**src/rtl/popcount_argmax_pkg.sv**
```systemverilog
// Shared types, default sizes and arithmetic helpers for the popcount argmax block.
package popcount_argmax_pkg;

  // Default sizes for the MNIST BNN output layer.
  localparam int unsigned DefNumClasses = 10;
  localparam int unsigned DefCntW       = 9;
  localparam int unsigned DefConfW      = 8;

  typedef enum logic [1:0] {
    StIdle,
    StScan,
    StDone
  } state_e;

  // Returns a - b clamped to the all-ones value of a w-bit field (w < 32).
  // The caller guarantees a >= b, so the difference never wraps.
  function automatic logic [31:0] sat_sub(input logic [31:0] a, input logic [31:0] b,
                                          input int unsigned w);
    logic [31:0] diff;
    logic [31:0] lim;
    diff = a - b;
    lim  = (32'd1 << w) - 32'd1;
    return (diff > lim) ? lim : diff;
  endfunction

endpackage

```
**src/rtl/popcount_argmax_seq_top2_update.sv**
```systemverilog
// Combinational top-2 tracker step: folds one class value into the running max/runner-up.
// Kept standalone so a parallel reduction tree can reuse the same rule.
module top2_update
  import popcount_argmax_pkg::*;
#(
  parameter int unsigned CNT_W = DefCntW,
  parameter int unsigned IDX_W = 4
) (
  input  logic [CNT_W-1:0] v,
  input  logic [IDX_W-1:0] ptr,
  input  logic [CNT_W-1:0] max,
  input  logic [CNT_W-1:0] second,
  input  logic [IDX_W-1:0] idx,
  output logic [CNT_W-1:0] max_nxt,
  output logic [CNT_W-1:0] second_nxt,
  output logic [IDX_W-1:0] idx_nxt
);

  // Strict compares keep the lowest index on ties; an equal later value becomes runner-up.
  always_comb begin
    max_nxt    = max;
    second_nxt = second;
    idx_nxt    = idx;
    if (ptr == '0) begin
      max_nxt    = v;
      second_nxt = '0;
      idx_nxt    = '0;
    end else if (v > max) begin
      second_nxt = max;
      max_nxt    = v;
      idx_nxt    = ptr;
    end else if (v > second) begin
      second_nxt = v;
    end
  end

endmodule

```
**src/rtl/popcount_argmax_seq.sv**
```systemverilog
// Serial argmax over a vector of class popcounts with a saturated confidence margin.
// Optional feature: define ARGMAX_TIE_FLAG_EN to add the tie_flag output.
module popcount_argmax_seq
  import popcount_argmax_pkg::*;
#(
  parameter int unsigned NUM_CLASSES = DefNumClasses,
  parameter int unsigned CNT_W       = DefCntW,
  parameter int unsigned CONF_W      = DefConfW,
  parameter int unsigned IDX_W       = $clog2(NUM_CLASSES)
) (
  input  logic                         clk,
  input  logic                         rst_n,
  input  logic                         in_valid,
  output logic                         in_ready,
  input  logic [NUM_CLASSES*CNT_W-1:0] popcount_in,
  output logic                         out_valid,
  input  logic                         out_ready,
  output logic [IDX_W-1:0]             max_index,
  output logic [CONF_W-1:0]            confidence
`ifdef ARGMAX_TIE_FLAG_EN
  ,
  output logic                         tie_flag
`endif
);

  localparam int unsigned      VecW    = NUM_CLASSES * CNT_W;
  localparam logic [IDX_W-1:0] LastPtr = IDX_W'(NUM_CLASSES - 1);

  state_e           state_q;
  logic [VecW-1:0]  vec_q;
  logic [IDX_W-1:0] ptr_q;
  logic [IDX_W-1:0] idx_q;
  logic [CNT_W-1:0] max_q;
  logic [CNT_W-1:0] second_q;
  // Set once the last class is folded in; the following cycle publishes the result.
  logic             last_q;

  logic [CNT_W-1:0]  cur_v;
  logic [CNT_W-1:0]  max_nxt;
  logic [CNT_W-1:0]  second_nxt;
  logic [IDX_W-1:0]  idx_nxt;
  logic [CONF_W-1:0] conf_sat;

  assign cur_v    = vec_q[ptr_q*CNT_W +: CNT_W];
  assign conf_sat = CONF_W'(sat_sub(32'(max_q), 32'(second_q), CONF_W));

  top2_update #(
    .CNT_W(CNT_W),
    .IDX_W(IDX_W)
  ) u_top2_update (
    .v         (cur_v),
    .ptr       (ptr_q),
    .max       (max_q),
    .second    (second_q),
    .idx       (idx_q),
    .max_nxt   (max_nxt),
    .second_nxt(second_nxt),
    .idx_nxt   (idx_nxt)
  );

  // Control FSM plus datapath registers; all outputs are registered.
  always_ff @(posedge clk) begin
    if (!rst_n) begin
      state_q    <= StIdle;
      vec_q      <= '0;
      ptr_q      <= '0;
      idx_q      <= '0;
      max_q      <= '0;
      second_q   <= '0;
      last_q     <= 1'b0;
      in_ready   <= 1'b1;
      out_valid  <= 1'b0;
      max_index  <= '0;
      confidence <= '0;
`ifdef ARGMAX_TIE_FLAG_EN
      tie_flag   <= 1'b0;
`endif
    end else begin
      unique case (state_q)
        StIdle: begin
          if (in_valid && in_ready) begin
            vec_q    <= popcount_in;
            ptr_q    <= '0;
            last_q   <= 1'b0;
            in_ready <= 1'b0;
            state_q  <= StScan;
          end
        end
        StScan: begin
          if (!last_q) begin
            max_q    <= max_nxt;
            second_q <= second_nxt;
            idx_q    <= idx_nxt;
            if (ptr_q == LastPtr) begin
              last_q <= 1'b1;
            end else begin
              ptr_q <= ptr_q + IDX_W'(1);
            end
          end else begin
            max_index  <= idx_q;
            confidence <= conf_sat;
`ifdef ARGMAX_TIE_FLAG_EN
            tie_flag   <= (second_q == max_q);
`endif
            out_valid  <= 1'b1;
            last_q     <= 1'b0;
            state_q    <= StDone;
          end
        end
        StDone: begin
          if (out_ready) begin
            out_valid <= 1'b0;
            in_ready  <= 1'b1;
            state_q   <= StIdle;
          end
        end
        default: begin
          state_q <= StIdle;
        end
      endcase
    end
  end

endmodule

```
**config.mk**
```make
export PLATFORM = sky130hd
export DESIGN_NAME = popcount_argmax_seq
export DESIGN_NICKNAME = d
export VERILOG_FILES = /design/src/rtl/popcount_argmax_pkg.sv /design/src/rtl/popcount_argmax_seq_top2_update.sv /design/src/rtl/popcount_argmax_seq.sv
export SDC_FILE = /design/constraint.sdc
export NUM_CORES = 1
export LEC_CHECK = 0
export CORE_MARGIN = 2
export CORE_UTILIZATION = 58
export DETAILED_ROUTE_END_ITERATION = 10
export DONT_BUFFER_PORTS = 1
export HOLD_SLACK_MARGIN = 0.06
export PLACE_DENSITY_LB_ADDON = 0.1
export SYNTH_ARGS = -nofsm -noshare
export SYNTH_HDL_FRONTEND = slang
export SYNTH_SLANG_ARGS = --single-unit
```
**constraint.sdc**
```tcl
create_clock -name clk -period 3.55 [get_ports clk]
set_clock_uncertainty 0.05 [all_clocks]
set_input_delay 0.355 -clock clk [delete_from_list [all_inputs] [get_ports clk]]
set_output_delay 0.355 -clock clk [all_outputs]
set_load 0.01 [all_outputs]
```
---- After elaboration in Yosys (flattened, before gate mapping) ----
Index checks and enable logic that the tools add are counted.
W data, S select, Z words.
storage, ports and cells
  register bits after elaboration ......... 133
  bits in latches ......................... 0
  RAM bits ................................ 0
  ROM bits ................................ 0
  input bits .............................. 94
  output and inout port bits .............. 14
  logic and storage cells ................. 69
  memories kept ........................... 0
cells by class
  add/subtract/negate cells ............... 2
  multipliers ............................. 1
  divide/modulo/power cells ............... 0
  order comparisons ....................... 3
  equality and inequality tests ........... 8
  shift-type cells ........................ 1
  mux-type cells .......................... 25
  bitwise operators ....................... 1
  reductions and logical operators ........ 17
operators with widths
  operator               number
  $shiftx A90 B9 Y9      1
  $mux W9                5
  $gt A32 B8 Y1 const B  1
  $mux W4                5
  $gt A9 B9 Y1           2
  $reduce_and A3 Y1      5
  $ne A2 B2 Y1 const B   5
  $sub A9 B9 Y10         1
  $mul A4 B4 Y8 const B  1
  $mux W8                1
  $pmux W4 S2            1
  $reduce_bool A2 Y1     4
  $mux W1                6
  $mux W2                3
  $pmux W1 S2            3
  $pmux W2 S3            1
  $reduce_and A2 Y1      3
  $add A4 B1 Y4 const B  1
  $eq A4 B4 Y1 const B   1
  $logic_not A4 Y1       1
  $reduce_and A4 Y1      1
  $reduce_bool A3 Y1     1
  $eq A2 B1 Y1 const B   1
  $eq A2 B2 Y1 const B   1
  other kinds (3)        3

---- Longest topological paths before layout ----
Gate-level depths: netlist of run 1.
  word-level depth ........................ 6
  depth in mapped cells ................... 14
  gate-level depth less buffers ........... 11

---- By module ----
From an unflattened synthesis of run 1, not the netlist that was laid out.
unflattened totals
  cells, all modules ...................... 813
  area, all modules ....................... 7001.7 µm²
modules (own cells, without submodules)
  module               times used  cells each  area each (µm²)  sequential area each (µm²)
  popcount_argmax_seq  1           683         6057.1           2662.6
  top2_update          1           130         944.7            0.0

---- Worst setup path before layout of run 1 ----
OpenSTA, ideal clock, no wires.
  kind .................................... reg-to-reg
  start ................................... reg ptr_q[0]
  end ..................................... reg second_q[5]
  setup time .............................. 116 ps
  arrival time ............................ 3219 ps
  required time ........................... 3384 ps
  slack ................................... 164 ps
  cell stages (with the launch flop) ...... 13
  path buffers ............................ 3
  period minus slack after synthesis ...... 3386 ps
  cells stage by stage .................... dfxtp_1 buf_6 buf_12 mux4_2 a211o_1 ha_1 a21oi_1 o21ai_1 a2111oi_4 o22ai_4 or2_1 buf_4 a31o_2
on the way
  cells in the longest elaborated chain, start to end .. 5
  elaborated cells between the ends (all ways) .. 10
  those cells by class .................... mul (1); order compare (2); shift (1); mux (3); reduce/logical (3)
ends and longest elaborated chain
  item                                                            RTL line                                                                      text
  start: declaration                                              popcount_argmax_seq.sv:31                                                     logic [IDX_W-1:0] ptr_q;
  start signal: assignment                                        popcount_argmax_seq.sv:97                                                     ptr_q <= ptr_q + IDX_W'(1);
  $mul A4 B4 Y8 *                                                 popcount_argmax_seq.sv:44                                                     assign cur_v = vec_q[ptr_q*CNT_W +: CNT_W];
  $shiftx A90 B9 Y9 *                                             popcount_argmax_seq.sv:44
  net cur_v[4]                                                    popcount_argmax_seq.sv:38                                                     logic [CNT_W-1:0] cur_v;
  $gt A9 B9 Y1 (on tied branches)                                 popcount_argmax_seq_top2_update.sv:32, popcount_argmax_seq_top2_update.sv:28
  $reduce_bool A3 Y1 (no line) / $mux W9 (equally long branches)  --
  $reduce_and A3 Y1 (no line) / $mux W9 (equally long branches)   --
  end signal: assignment                                          popcount_argmax_seq.sv:92                                                     second_q <= second_nxt;
  end: declaration                                                popcount_argmax_seq.sv:34                                                     logic [CNT_W-1:0] second_q;
The timed path passes the listed nets; every way through them passes the cells marked *. The select of a mux whose other input is x is not followed.
A chain may end at the register's enable or synchronous reset.

---- Final worst setup path of run 1 ----
Same ends and word-level chain as after synthesis.

==> run_results.csv, run 1 <==
group,metric,value,unit
run_status,outcome,"finished, final reports clean",
placement,place.gp.congestion,0.892,
worst_setup_path,delay_of_the_slowest_cell_on_the_worst_path,0.60,ns
power_and_ir_drop,max-vdd-ir-drop,702,µV
worst_setup_path,r2r_start,"ptr_q[0]",
clock_network,cts-buffers-inserted,17,
worst_setup_path,worstSetupStartpoint,"ptr_q[0]",
power_and_ir_drop,seq_power_share,38.6,%
floorplan,initial_utilization,58.9,%
drt,first_pass_iters,4,
worst_setup_path,timing.critical_path.required,3.81,ns
logic_synthesis,ys_top_cells_by_area,"dfxtp_1 40%, nand2_1 11%, a21boi_0 10%, mux2i_1 6.3%, ha_1 5.6%",
power_and_ir_drop,leakagePower,3.10,nW
worst_setup_path,cp_cell_sequence,"buf_4, mux4_1, a211o_1, ha_1, nand4_1, buf_4, inv_1, a2111oi_4, buf_4, a21oi_4, mux2_2, a31o_2",
cells_and_area,fill_cells,822,
logic_synthesis,yosys_warnings,0,
sta,fin_hold_ws,0.0690,ns
worst_setup_path,timing.critical_path.arrival,3.68,ns
drt,finalWirelength,16700,µm
logic_synthesis,number_of_synthesized_flops_with_an_enable_pin,0,
clock_network,clk_transition_reported_paths,0.06,ns
min_path,timing.hold.worst_path_depth,2,
floorplan,floorplan.die.width,111,µm
worst_setup_path,worst_r2r_endpoint,"second_q[5]",
sta,setup_viol,0,
sta,hold_viol,0,
sta,worst_slew_pin_slew,0.901,ns
flow_run,maxCapViolations,0,
logic_synthesis,netlist_top_cells_count,"203 x nand2_1, 133 x dfxtp_1, 91 x a21boi_0, 42 x mux2i_1, 36 x clkbuf_1",
logic_synthesis,post-synth-top-area-cell,"dfxtp_1",
power_and_ir_drop,p_per_area,512,mW/mm²
min_path,hold_start,"popcount_in[82]",
placement,dp_hpwl,10600,µm
sta,min_period_over_period,96.2,%
logic_synthesis,synth-seq-area-share,39.9,%
logic_synthesis,synthFlopType,"dfxtp_1",
clock_network,cts.root.buffer_cell,"clkbuf_16",
logic_synthesis,postSynthRegisterBits,133,
sta,max-slew-margin-rel,39.9,%
global_route,grt_antenna_before_repair,0,
worst_setup_path,worstPathBufferInverterCount,4,
logic_synthesis,share_of_synthesized_flip_flops_with_an_asynchronous_set_or_reset,0,%
floorplan,chipHeight,111,µm
worst_setup_path,most_frequent_cell_on_the_critical_path,"buf_4",
floorplan,floorplan.core_area,0.0113,mm²
global_route,grt_pass1_wl,27000,µm
logic_synthesis,synth_area,0.00667,mm²
cells_and_area,area_growth,24.1,%
placement,place.port_buffers,0,
worst_setup_path,path_delay_family,"compound AO/OA/AOI/OAI gates",
power_and_ir_drop,total_switching_power,1.16,mW
floorplan,ios,108,
worst_setup_path,critPathSlowestCell,"mux4_1",
worst_setup_path,setup.worst_path.class,"register to register",
min_path,hold_end,"vec_q[82]",
power_and_ir_drop,share_clk_of_total_power,40.6,%
worst_setup_path,reg2reg_slack,0.14,ns
floorplan,rows,39,
clock_network,cts.path.max_buffers,2,
logic_synthesis,post_syn_nets,882,
drt,drt-vias-per-instance,5.66,
floorplan,floorplan.die_area,0.0124,mm²
sta,setup_tns_final,0,ns
worst_setup_path,endpoint_kind,"register",
logic_synthesis,avgSynthCellArea,8.81,µm²
logic_synthesis,synth_cell_types,56,
worst_setup_path,worst-r2r-cell-count,12,
worst_setup_path,critPathMaxFanout,7,
logic_synthesis,netlist.area_leader.share,39.9,%
clock_network,cts_tree,"done",
drt,detail-route-antenna-nets,0,
cells_and_area,num-nets-final,959,
logic_synthesis,synth_most_common_cell,"nand2_1",
sta,timing.final.crit_period,3.41,ns
global_route,grt_start_max_net_pins,119,
sta,peak_freq,293,MHz
drt,post_drt_wl_per_cell,16.9,µm
power_and_ir_drop,switching_share,27.4,%
global_route,via_count_of_the_first_global_routing_pass,5451,
cells_and_area,antennaDiodeCount,0,
worst_setup_path,start_kind,"register",
clock_network,clock_sink_count,133,
power_and_ir_drop,cell_internal_pwr,3.07,mW
clock_network,insertion_delay,0.42,ns
drt,drtIter0Drc,276,
drt,drc_errors,0,
cells_and_area,post-route-util,73.1,%
power_and_ir_drop,combPwrFrac,20.8,%
logic_synthesis,post_synth_inst_count,757,
cells_and_area,post_route_cells_drive_above_1_share,10.5,%
min_path,hp-class,"input pin to register",
clock_network,cts_htree_levels,4,
global_route,track_usage,27.3,%
drt,via_count,5594,
sta,final_slew_violations,0,
global_route,overflow,0,
==> final cells by class <==
class	instances	area (µm²)	share of cell area (%)
repair buffers	106	1040	12.5
well taps	143	179	2.16
clock inverters	8	100	1.21
inverters	25	93.8	1.13
flip-flops and latches	133	2660	32.2
clock buffers	23	478	5.78
multi-input cells	551	3720	45.0
==> registers in the layout, summed over array words and instances (netlist names) <==
| name | count |
|---|---|
| confidence | 8 |
| idx_q | 4 |
| out_valid | 1 |
| state_q | 2 |
| in_ready | 1 |
| ptr_q | 4 |
| max_q | 9 |
| max_index | 4 |
| vec_q | 90 |
| second_q | 9 |
| last_q | 1 |
==> what timing repair did <==
item	4_1_cts	5_1_grt
endpoints found under the setup margin	0	9
resized for setup	0	7
hold buffers	81	3
endpoints found under the hold margin	118	3
buffers inserted	0	2
==> layer usage <==
layer | global-route usage [%] | routed length (µm) | up-vias
met3 | 7.76 | 772 | 21
met2 | 45.5 | 8220 | 134
li1 | - | - | 2761
met5 | 0 | 0 | -
met1 | 34.1 | 7350 | 2678
met4 | 9.05 | 324 | 0
==> cells in the final DEF, fill, tap and decap left out, types with 5 or more instances in the layout <==
master         Yosys  layout
buf_4              2      21
o21ai_0            9       9
nand2b_1           6       6
nor2_1            23      21
o221a_2            8       8
dfxtp_1          133     133
a21boi_0          91      91
dlygate4sd3_1      0      83
mux4_2             7       8
nor3_1            12      11
xnor2_1            7       7
clkbuf_16          0      17
inv_1             25      25
o22ai_1            9       9
a21oi_1           12      12
nand2_1          203     203
nand3_1            5       5
nor2b_1           19      19
mux2i_1           42      42
mux2_2             8       8
a31o_1             5       5
ha_1              30      30
a211o_1            8       8
==> cells by family after synthesis <==
group	after synthesis	share of synthesized area (%)
and+or+nand+nor	282	17.8
DFF	133	39.9
muxes	59	10.8
adders and majority gates	31	5.93
buffers and inverters	74	4.86
xor gates and xnor gates	9	1.18
AOI/OAI and AO/OA	169	19.4
==> power by group through the flow <==
stage	registers (mW)	logic, mW	clock network [mW]
finish	1.63	0.881	1.72
global route	1.64	0.965	1.81
CTS	1.63	0.797	1.74
detailed placement	1.66	0.702	0
global placement	1.66	0.682	0
floorplan	1.64	0.597	0
==> through the flow <==
step / total power [mW] / cells / area (µm²) / worst slack [ns]
3_5_place_dp: 2.36 / 871 / 6790 / 0.0358
3_3_place_gp: 2.34 / 871 / 6790 / 0.125
5_1_grt: 4.41 / 989 / 8270 / -0.0143
4_1_cts: 4.17 / 983 / 8190 / 0.0175
6_report: 4.23 / 989 / 8270 / 0.136
2_1_floorplan: 2.24 / 757 / 6670 / 0.164
==> how the worst max path moves through the flow <==
| stage | cells past startpoint | endpoint | slack, ns |
|---|---|---|---|
| floorplan | 12 | second_q[5] | 0.16 |
| global placement | 10 | second_q[5] | 0.12 |
| detailed placement | 10 | second_q[5] | 0.04 |
| CTS | 10 | second_q[5] | 0.02 |
| global route | 13 | second_q[5] | -0.01 |
| finish | 12 | second_q[5] | 0.14 |
No activity file was read; power rests on OpenSTA's default activity.
==> run 2: changes to the inputs <==
- CORE_UTILIZATION: 58 -> 65
- CTS_BUF_LIST: not set -> sky130_fd_sc_hd__clkbuf_2 sky130_fd_sc_hd__clkbuf_4 sky130_fd_sc_hd__clkbuf_8
- clock period: 3.55 -> 3.5 ns (I/O delays scaled with it)
==> run_results.csv, run 2 (same netlist as run 1, synthesis figures left out) <==
group,metric,value,unit
run_status,outcome,"finished, final reports clean",
worst_setup_path,critPathSlowestCell,"mux4_1",
sta,timing.final.crit_period,3.40,ns
clock_network,clock_sink_count,133,
worst_setup_path,start_kind,"register",
worst_setup_path,timing.critical_path.arrival,3.69,ns
cells_and_area,antennaDiodeCount,0,
placement,placed_cells_incl_taps,859,
worst_setup_path,worstSetupPathDepth,11,
placement,dp_hpwl,10800,µm
worst_setup_path,critPathMaxFanout,5,
drt,post_drt_wl_per_cell,18.4,µm
sta,peak_freq,294,MHz
floorplan,chipHeight,105,µm
cells_and_area,area_growth,23.1,%
worst_setup_path,worstPathBufferInverterCount,3,
worst_setup_path,reg2reg_slack,0.10,ns
cells_and_area,post_route_cells_drive_above_1_share,11.2,%
drt,via_count,5818,
floorplan,floorplan.die.width,105,µm
cells_and_area,post-route-util,83.2,%
global_route,grt_antenna_before_repair,0,
drt,drc_errors,0,
clock_network,cts-buffers-inserted,17,
sta,final_slew_violations,0,
worst_setup_path,worstSetupStartpoint,"ptr_q[0]",
min_path,hp-class,"input pin to register",
cells_and_area,layout.cells.non_filler,984,
floorplan,floorplan.core_area,0.00986,mm²
placement,place.gp.congestion,0.925,
power_and_ir_drop,leakagePower,3.05,nW
worst_setup_path,timing.critical_path.required,3.80,ns
clock_network,cts_htree_levels,4,
power_and_ir_drop,p_per_area,482,mW/mm²
placement,dpl-instance-area,0.00677,mm²
sta,setup_viol,0,
worst_setup_path,most_frequent_cell_on_the_critical_path,"buf_4",
placement,place.port_buffers,0,
worst_setup_path,worst_r2r_endpoint,"second_q[2]",
worst_setup_path,setup.worst_path.class,"register to register",
worst_setup_path,r2r_start,"ptr_q[0]",
power_and_ir_drop,max-vdd-ir-drop,380,µV
clock_network,clk_transition_reported_paths,0.08,ns
global_route,grt_pass1_wl,28800,µm
global_route,via_count_of_the_first_global_routing_pass,5958,
cells_and_area,top_register,"vec_q",
drt,finalWirelength,18100,µm
cells_and_area,final_area,0.00821,mm²
drt,detail-route-antenna-nets,0,
clock_network,cts.path.max_buffers,2,
global_route,track_usage,33.0,%
floorplan,floorplan.die_area,0.0111,mm²
clock_network,cts_tree,"done",
clock_network,insertion_delay,0.45,ns
global_route,overflow,0,
worst_setup_path,worst-r2r-cell-count,11,
floorplan,rows,36,
cells_and_area,num-nets-final,964,
sta,min_period_over_period,97.0,%
worst_setup_path,delay_of_the_slowest_cell_on_the_worst_path,0.57,ns
clock_network,cts.root.buffer_cell,"clkbuf_8",
worst_setup_path,path_delay_family,"compound AO/OA/AOI/OAI gates",
floorplan,initial_utilization,67.6,%
global_route,grt_start_max_net_pins,122,
cells_and_area,most_frequent_standard_cell_in_the_layout_excluding_fill_and_tap_cells,"nand2_1",
worst_setup_path,cp-endpoint,"second_q[2]",
floorplan,ios,108,
flow_run,maxCapViolations,0,
sta,hold_viol,0,
drt,first_pass_iters,6,
sta,max-slew-margin-rel,42.6,%
worst_setup_path,endpoint_kind,"register",
drt,drt-vias-per-instance,5.91,
cells_and_area,layout.cells.most_common_list,"203 x nand2_1, 132 x dfxtp_1, 91 x a21boi_0, 91 x dlygate4sd3_1, 42 x mux2i_1",
sta,fin_hold_ws,0.0849,ns
cells_and_area,reg_top3,"vec_q x90, max_q x9, second_q x9",
sta,worst_slew_pin_slew,0.861,ns
cells_and_area,flip_flop_count_of_the_largest_register_all_copies_and_words_added,90,
worst_setup_path,cp_cell_sequence,"buf_4, mux4_1, a211o_1, ha_1, nand4_1, inv_2, a2111oi_4, buf_4, a21oi_4, mux2_2, a31o_1",
sta,setup_tns_final,0,ns
drt,drtIter0Drc,438,
==> run 2: power by group <==
| part | leakage (nW) | internal (mW) | total, mW | switching [mW] |
|---|---|---|---|---|
| Combinational | 1.76 | 0.420 | 0.918 | 0.498 |
| Clock | 0.201 | 0.749 | 1.38 | 0.630 |
| Sequential | 1.08 | 1.60 | 1.66 | 0.0616 |
==> run 2: area by class of cell <==
type | count | area, µm²
clock buffers | 20 | 269
clock inverters | 11 | 151
fillers | 548 | 1660
inverters | 25 | 93.8
multi-input cells | 551 | 3740
flip-flops and latches | 133 | 2660
well taps | 133 | 166
repair buffers | 111 | 1120
==> run 2: how the worst min path moves through the flow <==
| stage | start | end | slack (ns) | depth (start not counted) |
|---|---|---|---|---|
| after floorplan | vec_q[15] | vec_q[15] | 0.39 | 2 |
| after global placement | rst_n | in_ready | 0.39 | 1 |
| after detailed placement | vec_q[40] | vec_q[40] | 0.40 | 2 |
| after CTS | out_ready | state_q[1] | 0.07 | 2 |
| after global routing | out_ready | state_q[1] | 0.09 | 2 |
| final | out_ready | state_q[1] | 0.08 | 2 |
==> run 2: what timing repair did <==
| action | 4_1_cts | 5_1_grt |
|---|---|---|
| gates resized for setup | 2 | 15 |
| endpoints found under the setup margin | 9 | 22 |
| gates cloned | 0 | 1 |
| endpoints found under the hold margin | 122 | 0 |
| setup buffers | 0 | 1 |
| hold buffers | 92 | 0 |
| pin swaps | 0 | 6 |
==> run 2: worst reg2reg max path, cell delays in order, from the launching register on <==
cell       delay [ns]
dfxtp_2          0.37
buf_4            0.15
mux4_1           0.57
a211o_1          0.30
ha_1             0.29
nand4_1          0.20
inv_2            0.07
a2111oi_4        0.53
buf_4            0.22
a21oi_4          0.05
mux2_2           0.29
a31o_1           0.21
==> run 2: stage by stage <==
stage	total power [mW]	setup slack [ns]
finish	3.95	0.104
global route	4.11	-0.0200
global placement	2.37	0.0639
detailed placement	2.40	-0.0924
floorplan	2.27	0.114
CTS	3.86	0.00281
==> run 2: routing by layer <==
metal,routed length [µm],vias to the layer above,global-route usage (%)
li1,-,2765,-
met1,7270,2739,39.6
met2,9130,257,57.1
met3,1150,57,6.93
met4,512,0,13.7
met5,0,-,0
==> run 3: changes to the inputs <==
- CORE_ASPECT_RATIO: not set -> 0.7
==> run_results.csv, run 3 (same netlist as run 1, synthesis figures left out) <==
group,metric,value,unit
global_route,grt_start_max_net_pins,121,
min_path,hold_start,"out_ready",
clock_network,cts-buffers-inserted,17,
global_route,grt_pass1_wl,28000,µm
floorplan,initial_utilization,67.8,%
worst_setup_path,timing.critical_path.required,3.78,ns
clock_network,cts_htree_levels,4,
global_route,track_usage,32.2,%
worst_setup_path,critPathMaxFanout,14,
cells_and_area,reg_top3,"vec_q x90, max_q x9, second_q x9",
worst_setup_path,timing.critical_path.arrival,3.78,ns
power_and_ir_drop,seq_power_share,40.7,%
worst_setup_path,endpoint_kind,"register",
sta,max-slew-margin-rel,40.2,%
global_route,overflow,0,
cells_and_area,layout.cells.non_filler,981,
placement,place.gp.congestion,0.926,
run_status,outcome,"finished, final reports clean",
floorplan,floorplan.core_area,0.00983,mm²
worst_setup_path,start_kind,"register",
power_and_ir_drop,combPwrFrac,22.5,%
worst_setup_path,delay_of_the_slowest_cell_on_the_worst_path,0.58,ns
cells_and_area,area_growth,23.5,%
floorplan,ios,108,
clock_network,clock_sink_count,133,
cells_and_area,flip_flop_count_of_the_largest_register_all_copies_and_words_added,90,
min_path,hp-class,"input pin to register",
drt,post_drt_wl_per_cell,18.9,µm
clock_network,cts.root.buffer_cell,"clkbuf_8",
cells_and_area,antennaDiodeCount,0,
sta,setup_viol,0,
worst_setup_path,r2r_start,"ptr_q[0]",
placement,place.port_buffers,0,
clock_network,cts.path.max_buffers,2,
sta,worst_slew_pin_slew,0.897,ns
placement,dp_hpwl,11400,µm
worst_setup_path,worstSetupStartpoint,"ptr_q[0]",
drt,drc_errors,0,
cells_and_area,top_register,"vec_q",
power_and_ir_drop,leakagePower,3.08,nW
power_and_ir_drop,total_switching_power,1.20,mW
sta,hold_viol,0,
drt,first_pass_iters,5,
flow_run,maxCapViolations,0,
worst_setup_path,critPathSlowestCell,"mux4_1",
clock_network,clk_transition_reported_paths,0.08,ns
cells_and_area,layout.cells.most_common_list,"203 x nand2_1, 133 x dfxtp_1, 91 x a21boi_0, 89 x dlygate4sd3_1, 41 x mux2i_1",
drt,finalWirelength,18600,µm
sta,peak_freq,286,MHz
sta,timing.final.crit_period,3.49,ns
global_route,via_count_of_the_first_global_routing_pass,5588,
power_and_ir_drop,switching_share,29.5,%
cells_and_area,fill_cells,526,
placement,placed_cells_incl_taps,853,
power_and_ir_drop,cell_internal_pwr,2.87,mW
clock_network,insertion_delay,0.44,ns
floorplan,floorplan.die_area,0.0111,mm²
drt,drtIter0Drc,556,
worst_setup_path,setup.worst_path.class,"register to register",
cells_and_area,post_route_cells_drive_above_1_share,11.1,%
floorplan,floorplan.die.width,125,µm
sta,final_slew_violations,0,
cells_and_area,most_frequent_standard_cell_in_the_layout_excluding_fill_and_tap_cells,"nand2_1",
sta,min_period_over_period,99.8,%
cells_and_area,num-nets-final,965,
worst_setup_path,cp_cell_sequence,"buf_12, mux4_1, a211o_1, ha_1, nand4_1, nor3_2, a2111oi_4, buf_4, a21oi_4, mux2_2, a31o_2",
power_and_ir_drop,p_per_area,495,mW/mm²
floorplan,rows,30,
power_and_ir_drop,max-vdd-ir-drop,415,µV
worst_setup_path,path_delay_family,"multiplexers",
power_and_ir_drop,share_clk_of_total_power,36.7,%
clock_network,cts_tree,"done",
drt,via_count,5894,
drt,drt-vias-per-instance,6.01,
drt,detail-route-antenna-nets,0,
worst_setup_path,worstPathBufferInverterCount,2,
cells_and_area,post-route-util,83.7,%
global_route,grt_antenna_before_repair,0,
floorplan,chipHeight,88.7,µm
## run 3: changes by cell type in the layout (fill, tap and decap cells not counted), sizes merged
cell,before,now
clkinv,3,6
clkinvlp,4,1
dlygate4sd3,91,89
buf,20,23
clkbuf,20,17
inv,26,28
bufinv,3,5
## run 3: per-layer routing
metal,part of all wire (%),track usage [%],vias to the layer above
met5,0,0,-
met4,2.3,11.7,0
met3,6.6,6.17,46
met2,48,55.3,256
met1,43,41.5,2827
li1,-,-,2765
## run 3: worst register-to-register path: stages (launching register included)
cell and delay [ns]:
dfxtp_1 0.36, buf_12 0.15, mux4_1 0.59, a211o_1 0.35, ha_1 0.30, nand4_1 0.18
nor3_2 0.30, a2111oi_4 0.08, buf_4 0.18, a21oi_4 0.24, mux2_2 0.38, a31o_2 0.25
## run 3: final cells by class
| type | count | area, µm² | area share (%) |
|---|---|---|---|
| clock inverters | 15 | 225 | 2.74 |
| well taps | 128 | 160 | 1.95 |
| clock buffers | 17 | 234 | 2.84 |
| inverters | 25 | 93.8 | 1.14 |
| repair buffers | 112 | 1110 | 13.5 |
| flip-flops and latches | 133 | 2660 | 32.3 |
| multi-input cells | 551 | 3740 | 45.5 |
## run 3: metrics by stage
step,total power [mW],area (µm²),hold WS (ns),TNS [ns],setup slack (ns)
floorplan,2.27,6670,0.389,0,0.114
global placement,2.36,6760,0.388,0,0.0590
detailed placement,2.40,6760,0.390,-0.386,-0.0792
CTS,3.97,8150,0.0628,0,0.0477
global route,4.21,8230,0.0711,-0.479,-0.0665
finish,4.07,8230,0.0752,0,0.00642
## run 3: power groups by stage
stage               Sequential [mW]  Clock [mW]  Combinational, mW
floorplan                      1.66           0              0.606
detailed placement             1.69           0              0.713
CTS                            1.65        1.49              0.828
finish                         1.66        1.50              0.917
global placement               1.68           0              0.680
global route                   1.66        1.56              0.989
## run 3: timing repair
action / CTS / global route
gates resized for setup: 2 / 7
endpoints found under the hold margin: 120 / 0
endpoints found under the setup margin: 8 / 10
hold buffers: 90 / 0
setup buffers: 0 / 5
pin swaps: 0 / 6
cloned: 0 / 1
## run 3: final timing paths
kind	to	slack, ns	cells past startpoint
min reg2reg	vec_q[46]	0.42	2
max reg2reg	second_q[5]	0.006	11
max	second_q[5]	0.006	11
min	in_ready	0.08	2
